## config.mk

```make
export PLATFORM = sky130hd
export DESIGN_NAME = icache_controller
export DESIGN_NICKNAME = d
export VERILOG_FILES = /design/src/rtl/icache_controller_pkg.sv /design/src/rtl/icache_stats.sv /design/src/rtl/icache_controller.sv
export SDC_FILE = /design/constraint.sdc
export NUM_CORES = 1
export LEC_CHECK = 0
export ABC_AREA = 1
export BUFFER_PORTS_ARGS = -buffer_cell sky130_fd_sc_hd__buf_2
export CORE_AREA = 2 2 96 98
export DETAILED_ROUTE_END_ITERATION = 10
export DIE_AREA = 0 0 98 100
export PLACE_DENSITY = 0.61
export SYNTH_ARGS = -nofsm -noshare
export SYNTH_HDL_FRONTEND = slang
export SYNTH_SLANG_ARGS = --single-unit
```

## constraint.sdc

```tcl
create_clock -name i_clock -period 2.57 [get_ports i_clock]
set_input_delay 0.257 -clock i_clock [delete_from_list [all_inputs] [get_ports i_clock]]
set_output_delay 0.257 -clock i_clock [all_outputs]
set_load 0.02 [all_outputs]
```

## src/rtl/icache_controller_pkg.sv

```systemverilog
// icache_controller_pkg: address/instruction types and controller state for the I-cache.
package icache_controller_pkg;
    localparam int ADDR_WIDTH = 16;
    localparam int INST_WIDTH = 32;
    typedef logic [ADDR_WIDTH-1:0] InstAddr;
    typedef logic [INST_WIDTH-1:0] Inst;
    typedef enum logic [1:0] {FLUSH, IDLE, FILL} ICacheCtrlState;
endpackage

```

## src/rtl/icache_stats.sv

```systemverilog
// icache_stats: free-running hit and miss counters, wrapping modulo 2^32.
module icache_stats (
    input  logic        i_clock,
    input  logic        i_reset,
    input  logic        hit,
    input  logic        miss,
    output logic [31:0] hits,
    output logic [31:0] misses
);
    always_ff @(posedge i_clock) begin
        if (!i_reset) begin
            hits <= '0;
            misses <= '0;
        end else begin
            hits <= hits + 32'(hit);
            misses <= misses + 32'(miss);
        end
    end
endmodule

```

## src/rtl/icache_controller.sv

```systemverilog
// icache_controller: hit/refill/flush sequencer for the direct-mapped I-cache set.
// Define ICACHE_STATS_EN to build the hit/miss counters behind o_hits/o_misses.
module icache_controller
    import icache_controller_pkg::*;
#(
    parameter int CACHE_BLOCKS = 4,
    parameter int CACHE_ELEMENTS = 128
) (
    input  logic        i_clock,
    input  logic        i_reset,
    input  InstAddr     i_addr,
    input  logic        i_rd,
    input  logic        i_flush,
    output Inst         o_inst,
    output logic        o_valid,
    output logic        o_busy,
    output InstAddr     o_set_addr,
    output logic        o_set_wr,
    output logic        o_set_cl,
    output Inst         o_set_inst,
    input  Inst         i_set_inst,
    input  logic        i_set_hit,
    output InstAddr     o_mem_addr,
    output logic        o_mem_rd,
    input  Inst         i_mem_inst,
    input  logic        i_mem_ack,
    output logic [31:0] o_hits,
    output logic [31:0] o_misses
);
    localparam int BLOCK_WIDTH = $clog2(CACHE_BLOCKS);
    localparam int INDEX_WIDTH = $clog2(CACHE_ELEMENTS);
    localparam int LINE_WIDTH = ADDR_WIDTH - BLOCK_WIDTH;
    localparam logic [INDEX_WIDTH-1:0] LAST_INDEX = INDEX_WIDTH'(CACHE_ELEMENTS - 1);
    localparam logic [BLOCK_WIDTH-1:0] LAST_BLOCK = BLOCK_WIDTH'(CACHE_BLOCKS - 1);

    ICacheCtrlState state, next_state;
    logic [INDEX_WIDTH-1:0] flush_cnt;
    logic [BLOCK_WIDTH-1:0] fill_cnt;
    logic [LINE_WIDTH-1:0] line_base;
    InstAddr mem_addr;
    logic pending, flush_req, miss;

    assign flush_req = i_flush | pending;
    assign miss = i_reset && state == IDLE && !flush_req && i_rd && !i_set_hit;

    always_ff @(posedge i_clock) begin
        if (!i_reset) begin
            state <= FLUSH;
            flush_cnt <= '0;
            fill_cnt <= '0;
            line_base <= '0;
            pending <= 1'b0;
        end else begin
            state <= next_state;
            flush_cnt <= state == FLUSH ? flush_cnt + 1'b1 : '0;
            fill_cnt <= state == FILL ? fill_cnt + BLOCK_WIDTH'(i_mem_ack) : '0;
            // a flush arriving mid-burst is deferred until the line is complete
            pending <= state == FILL && (pending || i_flush);
            if (state == IDLE) line_base <= i_addr[ADDR_WIDTH-1:BLOCK_WIDTH];
        end
    end

    always_comb begin
        next_state = state == FLUSH ? (flush_cnt == LAST_INDEX ? IDLE : FLUSH)
                   : state == IDLE  ? (flush_req ? FLUSH : miss ? FILL : IDLE)
                   : (i_mem_ack && fill_cnt == LAST_BLOCK ? IDLE : FILL);
    end

    always_comb begin
        mem_addr = {line_base, fill_cnt};
        o_mem_addr = mem_addr;
        o_mem_rd = i_reset && state == FILL;
        o_set_wr = o_mem_rd && i_mem_ack;
        o_set_cl = i_reset && state == FLUSH;
        o_set_inst = i_mem_inst;
        o_set_addr = state == FLUSH ? InstAddr'({flush_cnt, {BLOCK_WIDTH{1'b0}}})
                   : state == FILL  ? mem_addr : i_addr;
        o_valid = i_reset && state == IDLE && !flush_req && i_rd && i_set_hit;
        o_inst = i_set_inst;
        o_busy = !i_reset || state != IDLE;
    end

`ifdef ICACHE_STATS_EN
    icache_stats u_stats (
        .i_clock(i_clock),
        .i_reset(i_reset),
        .hit(o_valid),
        .miss(miss),
        .hits(o_hits),
        .misses(o_misses)
    );
`else
    assign o_hits = '0;
    assign o_misses = '0;
`endif
endmodule

```

==> flow_summary.json <==
{
  "status": "finished, final reports clean",
  "port_buffers": 58,
  "n_fill_cell": 1021,
  "hold_slack_ps": 231,
  "worst_vdd_rail_ir_drop_mv": 0.204,
  "design.final.nets": 376,
  "synth_top_family_by_area": "buffers and inverters",
  "tritoncts": "done",
  "yosys.area_share.simple_pct": 14.1,
  "hold_path.class": "input pin to flop",
  "critical_path_class": "flop to output port",
  "grt_util_all_layers_pct": 9.77,
  "setup_viol": 0,
  "first_global_vias": 1318,
  "fraction_of_layout_cells_with_a_size_suffix_above_1_pct": 27.2,
  "most_frequent_cells_in_the_layout": "sky130_fd_sc_hd__conb_1 (64), sky130_fd_sc_hd__buf_2 (58), sky130_fd_sc_hd__inv_1 (26), sky130_fd_sc_hd__dfxtp_1 (26), sky130_fd_sc_hd__nand2_1 (22)",
  "ios": 251,
  "cap_violations": 0,
  "number_of_rows_in_the_core_area": 35,
  "synthesis.yosys.warnings": 0,
  "dr.pass1.iters": 4,
  "rsz0062_at_grt": "no",
  "tightestPinTransition_ps": 615,
  "grt_pass1_wl_um": 7260,
  "syn-cell-area_um2": 2240,
  "final-max-slew-violation-count": 0,
  "max_clock_freq_mhz": 502,
  "timing.critical_path.required_ps": 2310,
  "ys_seq_elements": 26,
  "finalCritPeriodShare_pct": 77.6,
  "start_util_pct": 25.2,
  "synth-compound-area-share_pct": 10.9,
  "worst_r2r_path_depth": 7,
  "via_count": 1560,
  "die-area_um2": 9800,
  "layout-area-overhead-vs-synth_pct": -11.9,
  "design.core.area_um2": 8890,
  "die_height_um": 100,
  "post_route_ant_nets": 0,
  "timing.max_slew.rel_slack_pct": 58.9,
  "routed_wl_um": 5080,
  "setup.worst_path.start_class": "flop",
  "setup-tns-final_ps": 0,
  "die-width_um": 98,
  "clk_root_buffer_cell": "sky130_fd_sc_hd__clkbuf_8",
  "worst_r2r_startpoint": "state[0]$_SDFF_PN0_",
  "pin_count_of_the_biggest_net_entering_global_routing": 18,
  "synth-seq-area-share_pct": 23.2,
  "cts_num_sinks": 26,
  "min_to": "line_base[8]$_SDFFE_PN0N_",
  "yosys.area_share.adder_pct": 1.12,
  "global_placer_s_final_weighted_congestion": 0.807,
  "drt_initial_violations": 27,
  "cts_htree_levels": 1,
  "timing.critical_path.arrival_ps": 1740,
  "finalHoldViolations": 0,
  "dp_hpwl_um": 3940,
  "r2r_setup_slack_ps": 1100,
  "postSynthAreaPerCell_um2": 7.55,
  "finClkSkew_ps": 3.35,
  "cp_max_fo": 14,
  "post-route-drc-count": 0,
  "critPathLaunch": "state[0]$_SDFF_PN0_",
  "yosys.area_share.xor_xnor_pct": 0.390,
  "unique_masters_post_synth": 30,
  "cp-end-kind": "output port",
  "power_density_nw_per_um2": 461,
  "grt_overflow_total": 0,
  "final_common_cell": "sky130_fd_sc_hd__conb_1",
  "cts_post_setup_buffers_inserted": 0,
  "postCtsHoldBufs": 0,
  "detail_route.wl_per_cell_um": 12.8,
  "holdCritStartpoint": "i_addr[10]",
  "diodes": 0,
  "number_of_antenna_violations_at_the_first_check_in_global_routing": 0,
  "min_path_cells": 3,
  "synth.area.mux_share_pct": 0,
  "netlist_instances": 297,
  "numCtsBuffers": 3,
  "worst_r2r_endpoint": "state[0]$_SDFF_PN0_",
  "routed_via_density": 3.92,
  "leakagePower_nw": 1.03,
  "clock_latency_ps": 280,
  "layout_min_cycle_time_ps": 1990,
  "cts.path.max_buffers": 2,
  "cts_repair_resize_count": 0,
  "clk_pin_slew_ps": 100
}
==> where the power goes <==
group          leakage (nW)  switching (W)  total, W  internal [W]
Sequential            0.210     0.00000276  0.000410      0.000407
Clock                0.0357       0.000147  0.000355      0.000209
Combinational         0.780       0.000121  0.000147     0.0000257
==> registers in the layout, indices dropped and copies added (netlist names) <==
name	cells
fill_cnt	2
flush_cnt	7
line_base	14
pending	1
state	2
==> logic make-up (layout without fill, tap and decap cells) <==
logic type      count (synthesis)  in the layout
xor+xnor                        1              1
buf+inv                       167             94
other cells                     1             64
flops                          26             26
compound gates                 40             40
simple gates                   60             60
fa+ha+maj                       2              2
==> area by class of cell <==
class | count | area, um2 | share of cell area (%)
tap | 111 | 139 | 7.03
timing repair buffer | 58 | 290 | 14.7
clock buffer | 3 | 41.3 | 2.09
clock inverter | 1 | 30.0 | 1.52
multi-input combinational | 167 | 833 | 42.2
inverter | 32 | 123 | 6.20
sequential | 26 | 520 | 26.3
==> metal layers <==
layer	vias to the layer above	GRT usage [%]	part of all wire (%)
li1	724	-	-
met1	711	10.6	37
met2	103	17.2	49
met3	22	3.76	11
met4	0	3.85	2.8
met5	-	0	0
==> cell usage after synthesis, drive strengths merged <==
master	count	share of area (%)
inv	32	5.5
o221ai	5	2.0
o21a	2	0.67
o21ai	23	5.1
o211ai	2	0.67
a22o	2	0.78
xnor2	1	0.39
nor3	4	1.3
nand3	19	4.8
buf	135	45
ha	2	1.1
nand4	1	0.28
dfxtp	26	23
conb	1	0.17
a21oi	6	1.7
nand2	23	4.0
nor2	13	3.7
==> critical path, cell delays in order, from the launching register on <==
cell                       delay [ps]
sky130_fd_sc_hd__dfxtp_1          580
sky130_fd_sc_hd__inv_1            400
sky130_fd_sc_hd__o221ai_1         280
sky130_fd_sc_hd__buf_2            200
==> how the worst max path moves through the flow <==
stage / slack, ps / endpoint
2_1_floorplan: 1060 / o_valid
4_1_cts: 550 / o_set_addr[6]
3_5_place_dp: 870 / o_set_addr[6]
3_3_place_gp: 910 / o_set_addr[7]
6_report: 580 / o_set_addr[6]
5_1_grt: 380 / o_set_addr[7]
==> metrics by stage <==
step	instance area [um2]	utilization [%]	total power [W]	std cells	setup WS (ps)
floorplan	2480	-	0.000756	360	1060
global placement	1910	21.4	0.000563	394	913
detailed placement	1910	21.4	0.000564	394	871
CTS	1980	22.2	0.000934	398	547
global route	1980	22.2	0.000967	398	382
finish	1980	22.2	0.000912	398	576
(Power assumes the default switching activity.)
